**src/rtl/riscv_pkg.sv**
```systemverilog
// Shared RV32M definitions: func3 codes for the M extension and the mul/div FSM state encoding.
package riscv_pkg;

  localparam logic [2:0] F3_MUL    = 3'b000;
  localparam logic [2:0] F3_MULH   = 3'b001;
  localparam logic [2:0] F3_MULHSU = 3'b010;
  localparam logic [2:0] F3_MULHU  = 3'b011;
  localparam logic [2:0] F3_DIV    = 3'b100;
  localparam logic [2:0] F3_DIVU   = 3'b101;
  localparam logic [2:0] F3_REM    = 3'b110;
  localparam logic [2:0] F3_REMU   = 3'b111;

  typedef enum logic [1:0] {
    S_IDLE = 2'd0,
    S_CALC = 2'd1,
    S_FIX  = 2'd2,
    S_DONE = 2'd3
  } md_state_t;

  function automatic logic signed_a(input logic [2:0] f);
    return (f == F3_MULH) || (f == F3_MULHSU) || (f == F3_DIV) || (f == F3_REM);
  endfunction

  function automatic logic signed_b(input logic [2:0] f);
    return (f == F3_MULH) || (f == F3_DIV) || (f == F3_REM);
  endfunction

endpackage

```
**src/rtl/shift_sub_core.sv**
```systemverilog
// Iterative datapath: shift-add multiply or restoring shift-subtract divide on operand magnitudes,
// one bit per step. acc holds {hi, lo}: product, or {remainder, quotient} when dividing.
module shift_sub_core #(
  parameter int XLEN = 32
) (
  input  logic              clk,
  input  logic              rst_n,
  input  logic              load,
  input  logic              step,
  input  logic              is_div,
  input  logic              sgn_a,
  input  logic              sgn_b,
  input  logic [XLEN-1:0]   a,
  input  logic [XLEN-1:0]   b,
  output logic [2*XLEN-1:0] acc
);

  logic              div_q;
  logic [XLEN-1:0]   m;
  logic [XLEN-1:0]   mag_a, mag_b;
  logic [XLEN-1:0]   hi, lo, diff;
  logic [XLEN:0]     sum, rem_sh;
  logic              ge;
  logic [2*XLEN-1:0] acc_nxt;

  always_comb begin
    mag_a = (sgn_a && a[XLEN-1]) ? -a : a;
    mag_b = (sgn_b && b[XLEN-1]) ? -b : b;
    hi    = acc[2*XLEN-1:XLEN];
    lo    = acc[XLEN-1:0];
    sum   = {1'b0, hi} + (lo[0] ? {1'b0, m} : '0);
    // Remainder stays below the divisor, so the shifted value needs only one extra bit.
    rem_sh = {hi, lo[XLEN-1]};
    ge     = rem_sh >= {1'b0, m};
    diff   = rem_sh[XLEN-1:0] - m;
    if (div_q)
      acc_nxt = ge ? {diff, lo[XLEN-2:0], 1'b1} : {rem_sh[XLEN-1:0], lo[XLEN-2:0], 1'b0};
    else
      acc_nxt = {sum, lo[XLEN-1:1]};
  end

  always_ff @(posedge clk or negedge rst_n) begin
    if (!rst_n) begin
      acc   <= '0;
      m     <= '0;
      div_q <= 1'b0;
    end else if (load) begin
      div_q <= is_div;
      m     <= is_div ? mag_b : mag_a;
      acc   <= {{XLEN{1'b0}}, (is_div ? mag_a : mag_b)};
    end else if (step) begin
      acc <= acc_nxt;
    end
  end

endmodule

```
**src/rtl/mul_div_sequencer.sv**
```systemverilog
// RV32M multiply/divide sequencer: accepts one op, stalls the pipe while iterating, applies sign
// fixup and RISC-V corner-case results, then pulses done with a registered result.
module mul_div_sequencer
  import riscv_pkg::*;
#(
  parameter int XLEN = 32
) (
  input  logic            clk,
  input  logic            rst_n,
  input  logic            start,
  input  logic [2:0]      func3,
  input  logic [XLEN-1:0] operandA,
  input  logic [XLEN-1:0] operandB,
  input  logic            flush,
  output logic            busy,
  output logic            stall,
  output logic            done,
  output logic [XLEN-1:0] result
);

  localparam int CW = $clog2(XLEN) + 1;
  localparam logic [XLEN-1:0] MIN_NEG = {1'b1, {(XLEN-1){1'b0}}};

  md_state_t         state, nstate;
  logic [CW-1:0]     cnt;
  logic [2:0]        op;
  logic              neg_a, neg_b;
  logic [2*XLEN-1:0] acc;
  logic              accept, div_zero, ovf, special;
  logic [XLEN-1:0]   special_res, quo, rmd, fix_res;
  logic [2*XLEN-1:0] prod;

  assign accept   = (state == S_IDLE) && start && !flush;
  assign div_zero = func3[2] && (operandB == '0);
  assign ovf      = func3[2] && !func3[0] && (operandA == MIN_NEG) && (operandB == '1);
  assign special  = div_zero || ovf;

  always_comb begin
    if (div_zero) special_res = func3[1] ? operandA : '1;
    else          special_res = func3[1] ? '0 : MIN_NEG;
  end

  shift_sub_core #(.XLEN(XLEN)) u_core (
    .clk    (clk),
    .rst_n  (rst_n),
    .load   (accept && !special),
    .step   ((state == S_CALC) && !flush),
    .is_div (func3[2]),
    .sgn_a  (signed_a(func3)),
    .sgn_b  (signed_b(func3)),
    .a      (operandA),
    .b      (operandB),
    .acc    (acc)
  );

  always_ff @(posedge clk or negedge rst_n) begin
    if (!rst_n) state <= S_IDLE;
    else        state <= nstate;
  end

  always_comb begin
    nstate = state;
    if (flush) nstate = S_IDLE;
    else begin
      case (state)
        S_IDLE:  if (start) nstate = special ? S_DONE : S_CALC;
        S_CALC:  if (cnt == CW'(1)) nstate = S_FIX;
        S_FIX:   nstate = S_DONE;
        S_DONE:  nstate = S_IDLE;
        default: nstate = S_IDLE;
      endcase
    end
  end

  always_comb begin
    busy  = (state == S_CALC) || (state == S_FIX);
    stall = busy || accept;
  end

  // Quotient sign follows the operand signs; remainder follows the dividend.
  always_comb begin
    prod = (neg_a ^ neg_b) ? -acc : acc;
    quo  = (neg_a ^ neg_b) ? -acc[XLEN-1:0] : acc[XLEN-1:0];
    rmd  = neg_a ? -acc[2*XLEN-1:XLEN] : acc[2*XLEN-1:XLEN];
    if (op[2])                fix_res = op[1] ? rmd : quo;
    else if (op[1:0] == 2'b0) fix_res = prod[XLEN-1:0];
    else                      fix_res = prod[2*XLEN-1:XLEN];
  end

  always_ff @(posedge clk or negedge rst_n) begin
    if (!rst_n) begin
      cnt    <= '0;
      op     <= '0;
      neg_a  <= 1'b0;
      neg_b  <= 1'b0;
      result <= '0;
      done   <= 1'b0;
    end else begin
      done <= (state == S_DONE) && !flush;
      if (accept) begin
        op    <= func3;
        neg_a <= signed_a(func3) && operandA[XLEN-1];
        neg_b <= signed_b(func3) && operandB[XLEN-1];
        cnt   <= special ? '0 : CW'(XLEN);
        if (special) result <= special_res;
      end else if (flush) begin
        cnt <= '0;
      end else if (state == S_CALC) begin
        cnt <= cnt - CW'(1);
      end else if (state == S_FIX) begin
        result <= fix_res;
      end
    end
  end

endmodule

```
**config.mk**
```make
export PLATFORM = sky130hd
export DESIGN_NAME = mul_div_sequencer
export DESIGN_NICKNAME = d
export VERILOG_FILES = /design/src/rtl/riscv_pkg.sv /design/src/rtl/shift_sub_core.sv /design/src/rtl/mul_div_sequencer.sv
export SDC_FILE = /design/constraint.sdc
export NUM_CORES = 1
export LEC_CHECK = 0
export CAP_MARGIN = 15
export CELL_PAD_IN_SITES_DETAIL_PLACEMENT = 1
export CELL_PAD_IN_SITES_GLOBAL_PLACEMENT = 2
export CORE_UTILIZATION = 39
export CTS_CLUSTER_DIAMETER = 100
export CTS_CLUSTER_SIZE = 30
export DETAILED_ROUTE_END_ITERATION = 6
export MAX_ROUTING_LAYER = met4
export PLACE_DENSITY = 0.85
export SLEW_MARGIN = 20
export SYNTH_ARGS = -nofsm -noshare
export SYNTH_HDL_FRONTEND = slang
export SYNTH_HIERARCHICAL = 1
export SYNTH_SLANG_ARGS = --single-unit
```
**constraint.sdc**
```tcl
create_clock -name clk -period 7.5 [get_ports clk]
set_input_delay 0.75 -clock clk [delete_from_list [all_inputs] [get_ports clk]]
set_output_delay 0.75 -clock clk [all_outputs]
set_load 0.02 [all_outputs]
```
==> results of run 1 <==
per-stage QoR:
stage / hold slack [ns] / cell area, sq um / worst slack [ns]
floorplan: 0.454 / 16300 / 4.40
global placement: 0.469 / 17700 / 2.79
detailed placement: 0.476 / 17700 / 2.64
CTS: 0.427 / 18300 / 2.76
global route: 0.431 / 18300 / 2.53
finish: 0.361 / 18300 / 2.66
layout make-up:
| cell class | instances | area [sq um] |
|---|---|---|
| repair buffers | 138 | 1310 |
| inverters | 82 | 308 |
| flip-flops and latches | 143 | 3580 |
| diodes | 1 | 2.50 |
| multi-input cells | 1787 | 11900 |
| fillers | 5026 | 22700 |
| well taps | 532 | 666 |
| clock buffers | 19 | 443 |
| clock inverters | 13 | 163 |
registers in the layout, indices dropped and copies added (netlist names):
register,flops
done,1
state,2
u_core/div_q,1
u_core/m,32
u_core/acc,64
neg_a,1
op,3
neg_b,1
result,32
cnt,6
layer usage:
layer	GRT usage	routed length [um]
met2	0.562	34300
met3	0.0642	5270
met4	0.118	2380
met1	0.507	35600
met5	-	0
critical path, stage by stage (launching register included):
cell and delay, ns:
dfrtp_1 0.77, buf_4 0.39, and2_1 0.17, ha_1 0.21, inv_1 0.07, fa_1 0.41
and2b_1 0.23, o31ai_1 0.10, a2111oi_0 0.85, o21a_1 0.31, o211ai_2 0.25, o311ai_2 0.31
xor2_1 0.18, nor2_1 0.06, a2111oi_1 0.39
Yosys cell counts, types with 10 or more instances:
library cell  number
nand3_1           50
o41ai_1           11
nand2_1          225
a31oi_1           43
or4_1             10
o211ai_1          46
or3_1             16
and2_1            41
o22ai_1           10
xor2_1            81
o21ai_0          171
buf_1             15
a21oi_1          170
nor3_1            46
buf_2             21
a21o_1            32
nor2_1           194
ha_1              75
dfrtp_1          143
clkbuf_1          88
nand2b_1          17
o31ai_1           23
a211oi_1          27
xnor2_1          113
mux2i_1           59
nand4_1           27
inv_1             80
and3_1            18
nor4_1            40
o221ai_1          15
worst paths after layout:
check / start / end / slack [ns] / cells after the start
min in group clk: result[25] / result[25] / 0.48 / 2
max: u_core/acc[0] / u_core/acc[57] / 2.66 / 14
max in group asynchronous: rst_n / u_core/div_q / 5.58 / 2
max reg2reg: u_core/acc[0] / u_core/acc[57] / 2.66 / 14
min: rst_n / u_core/acc[58] / 0.36 / 1
min reg2reg: result[25] / result[25] / 0.48 / 2
kinds of logic (layout without fill, tap and decap cells):
group | after synthesis | after routing | share of synthesized area
AO/OA/AOI/OAI | 686 | 686 | 0.280
XOR/XNOR | 194 | 194 | 0.104
buffers and inverters | 216 | 252 | 0.0546
AND/OR/NAND/NOR | 762 | 762 | 0.240
other | 0 | 1 | 0
flip-flops | 143 | 143 | 0.219
multiplexers | 68 | 68 | 0.0424
adder cells (fa/ha/maj) | 77 | 77 | 0.0600
power by group through the flow:
stage	combinational [mW]	clock (mW)	sequential [mW]
floorplan	4.37	0	1.57
global placement	6.21	0	1.82
detailed placement	6.30	0	1.84
CTS	6.35	0.944	1.83
global route	6.97	0.971	1.88
finish	6.49	0.933	1.85
==> impl_metrics.ini, run 1 <==
[run_status]
status = complete, but fails checks
violations = design-rule violations

[place]
portBuffers = 105
finalWeightedCongestion = 1.01
dp_cells = 2682
hpwl_mm = 59.2

[cts]
post-cts-setup-buffers = 0
cts_hold_buf = 0
cts_buffers = 17
cts.repair.resized = 0
clk_latency_ns = 0.49
cts_max_path_buffers = 2
ctsHtreeMaxLevel = 4
clk_pin_slew_ns = 0.07
cts_tree = done
root_buffer = clkbuf_16
clock-sinks = 143

[logic_synthesis]
synth_area_leaders = dfrtp_1 (22%), xnor2_1 (6.1%), ha_1 (5.8%), o21ai_0 (5.2%), a21oi_1 (5.2%)
ys.flop_type = dfrtp_1
ys_warn_count = 6
syn_nets = 2294
ys_seq_area_frac = 0.219
synth.avg_cell_area_sq_um = 7.60
yosysUniqueCellTypes = 107
yosysTopAreaCellShare = 0.219
ys_ff_latch = 143
yosysTopAreaCell = dfrtp_1
netlist_area_sq_um = 16300
synth_cells = 2146
synthArstFlopShare = 1.00
synth_edf_count = 0

[route]
routed_wl_mm = 77.5
drc_errors = 7
via_count = 17691
drtIter0Drc = 1592
final_antenna_net_count = 0
wl_per_cell_um = 28.5
first_pass_iters = 7
detail_route.vias_per_cell = 6.52

[power_and_ir_drop]
irDropWorstVdd_mv = 0.222
clock_power_share = 0.101
power.density_nw_per_um2 = 505
cellLeakagePower_nw = 7.33
switching_share = 0.564
finalPower_mw = 9.27
p_switching_mw = 5.23
pwr-share-comb = 0.700
p_int_mw = 4.04
power_frac_seq = 0.199

[global_routing]
grt_max_degree = 119
grt_usage = 0.374
grt_pass1_wl_mm = 114
antenna_found_initial = 2
gr-total-overflow = 0
grt_pass1_vias = 17395

[critical_path]
cp-start-kind = flop
required_ns = 7.85
worstSetupEndpointType = flop
crit_fanout = 24
cp.arrival_ns = 5.19
crit_type = reg2reg

[cells_and_area]
syn2layout_area_growth_pct = 12.5
finalNetCount = 2317
instances_no_fill = 2715
drive_gt1_frac = 0.0678
fin_util = 0.447
final_cell_mix = nand2_1 (225), nor2_1 (193), a21oi_1 (170), o21ai_0 (170), dfrtp_1 (142)
final_common_cell = nand2_1

[floorplan]
core-area_sq_um = 41000
die-area_sq_um = 42600
rows = 74
start_util = 0.398
pin_count = 106
die_height_um = 207
die_w_um = 207

[sta]
fin_skew_ns = 0.0189
finalSetupTns_ns = 0
setup_viol = 0
slew_viol_final = 0
max_clock_freq_mhz = 206
slew_headroom = 0.323
rsz0062_at_grt = no
worst_pin_slew_ns = 1.02
finalCriticalPeriod_ns = 4.84
hold_viol = 0
min_period_over_period = 0.646

[min_path]
min_path_type = in2async

[run]
maxCapViolCount = 0
No activity file was read; power rests on OpenSTA's default activity.
==> run 2: changes to the inputs <==
CORE_UTILIZATION = 33   (was 39)
PLACE_DENSITY = 0.76   (was 0.85)
clock period = 3.9 ns   (was 7.5 ns; I/O delays follow)
==> run 2 against run 1 <==
Effect of this change: highest routed layer unchanged; worst hold slack gained 0.028 ns; combinational power increased by 110%; setup slack lost 2.5 ns; die area rose by 18%; the flow now finishes without violations; wire length up 3.1%; clock power is 83% higher; clock skew down 0.0038 ns; design area increased by 5.1%; sequential share of layout area down 0.96 points; sequential power increased by 60%; final cell count grew 8.5%; utilization down 5.2 points.
==> impl_metrics.ini, run 2 (synthesis gave the netlist of run 1 again) <==
[critical_path]
r2r-end = u_core/acc[57]
crit_fanout = 3
r2r-start = u_core/acc[0]
r2r_cells = 15
required_ns = 4.25
rrSetupSlack_ns = 0.19
crit_type = reg2reg
cp.arrival_ns = 4.06
crit_start = u_core/acc[0]
worstSetupEndpointType = flop
worstSetupEndpoint = u_core/acc[57]
cp-start-kind = flop

[min_path]
min_path_type = in2async

[cts]
clk_latency_ns = 0.48
cts_tree = done
post-cts-setup-buffers = 0
cts_buffers = 17
cts_max_path_buffers = 2
clk_pin_slew_ns = 0.07
root_buffer = clkbuf_16
clock-sinks = 143
ctsHtreeMaxLevel = 4

[sta]
slew_headroom = 0.307
hold_viol = 0
finalCriticalPeriod_ns = 3.71
min_period_over_period = 0.951
rsz0062_at_grt = no
max_clock_freq_mhz = 270
slew_viol_final = 0
worst_pin_slew_ns = 1.04
fin_skew_ns = 0.0151
layout_setup_ws_ns = 0.191
setup_viol = 0

[place]
hpwl_mm = 63.4
portBuffers = 105
placed_cell_area_sq_um = 18700
finalWeightedCongestion = 1.01
post-place-ws_ns = -0.000922

[floorplan]
pin_count = 106
die_height_um = 224
core-area_sq_um = 48800
rows = 81
die-area_sq_um = 50300
start_util = 0.334
die_w_um = 224

[route]
final_antenna_net_count = 0
first_pass_iters = 5
drc_errors = 0
detail_route.vias_per_cell = 6.10
drtIter0Drc = 1361
wl_met2_mm = 35.5
dr_wl_met3_mm = 4.28
via_count = 17979
routed_wl_mm = 79.8
met1_length_mm = 35.9
wl_per_cell_um = 27.1
highest_layer = met4

[cells_and_area]
num_antenna_cells = 0
top_regs = u_core/acc x64, result x32, u_core/m x32
drive_gt1_frac = 0.110
finalNetCount = 2417
final_area_sq_um = 19300
largest-register = u_core/acc
largest_reg_flops = 64
fin_util = 0.395
final_cell_mix = nand2_1 (225), nor2_1 (193), o21ai_0 (171), a21oi_1 (170), dfrtp_1 (142)
syn2layout_area_growth_pct = 18.3
final_common_cell = nand2_1

[power_and_ir_drop]
cellLeakagePower_nw = 7.83
finalPower_mw = 18.3
p_switching_mw = 10.2
clock_power_share = 0.094
power.density_nw_per_um2 = 948
pwr-share-comb = 0.745
power_frac_seq = 0.162
irDropWorstVdd_mv = 0.419
p_int_mw = 8.09
switching_share = 0.558

[run]
maxCapViolCount = 0

[global_routing]
gr-total-overflow = 0
grt_pass1_wl_mm = 119
grt_usage = 0.327
antenna_found_initial = 2
grt_max_degree = 96
grt_pass1_vias = 18234

[run_status]
status = finished, final reports clean
==> run 2: cell count changes in the layout (fill, tap and decap cells not counted), moves of 2 or more <==
cell / change
inv_6: +3
buf_12: +2
bufinv_16: -2
buf_4: +96
clkinv_2: -3
==> run 2: layout make-up <==
cell class | count | area, sq um
clock buffers | 19 | 453
clock inverters | 13 | 130
fillers | 6015 | 29600
inverters | 82 | 308
multi-input cells | 1787 | 11900
flip-flops and latches | 143 | 3580
well taps | 664 | 831
repair buffers | 238 | 2110
==> run 2: timing repair <==
action	CTS	global route
hold buffers	0	1
hold endpoints to repair	0	43
endpoints found under the setup margin	2	5
resized for setup	1	3
pin swaps	0	0
==> run 2: worst min path at each step <==
stage               startpoint          to  slack [ns]  cells past startpoint
detailed placement  result[25]  result[25]        0.47                      2
floorplan                rst_n      cnt[0]        0.09                      0
global placement    result[25]  result[25]        0.46                      2
global route             rst_n  result[29]        0.44                      2
finish                   rst_n  result[29]        0.39                      2
CTS                      rst_n  result[29]        0.09                      1
==> run 2: worst max-delay path: stages (launching register included) <==
cell       delay, ns
dfrtp_1         0.38
and2_1          0.15
ha_1            0.23
inv_1           0.08
fa_1            0.41
and2b_1         0.24
o31ai_1         0.07
buf_4           0.16
a2111oi_2       0.38
buf_4           0.19
o21a_1          0.22
o211ai_2        0.19
o311ai_2        0.27
xor2_1          0.17
nor2_1          0.07
a2111oi_1       0.38
==> run 2: power by group through the flow <==
| stage | sequential [mW] | combinational (mW) | clock [mW] |
|---|---|---|---|
| floorplan | 3.02 | 8.40 | 0 |
| global placement | 2.94 | 13.1 | 0 |
| detailed placement | 2.96 | 13.3 | 0 |
| CTS | 2.94 | 13.4 | 1.74 |
| global route | 3.03 | 14.6 | 1.79 |
| finish | 2.96 | 13.6 | 1.71 |
==> run 2: metrics by stage <==
step                      hold slack (ns)  setup TNS (ns)  cells
final                               0.389               0   2946
after global routing                0.436               0   2946
after global placement              0.461               0   2912
after CTS                          0.0933               0   2944
after floorplan                    0.0944               0   2146
after detailed placement            0.465       -0.000922   2912
==> run 2: metal layers <==
layer,track usage,vias to the layer above
met4,0.165,0
li1,-,8147
met2,0.494,613
met5,-,-
met1,0.429,9073
met3,0.0397,146
==> run 3: changes to the inputs <==
CTS_CLUSTER_DIAMETER = unset   (was 100)
==> results of run 3 <==
No change in the layout: final DEF, timing and power equal those of run 2.
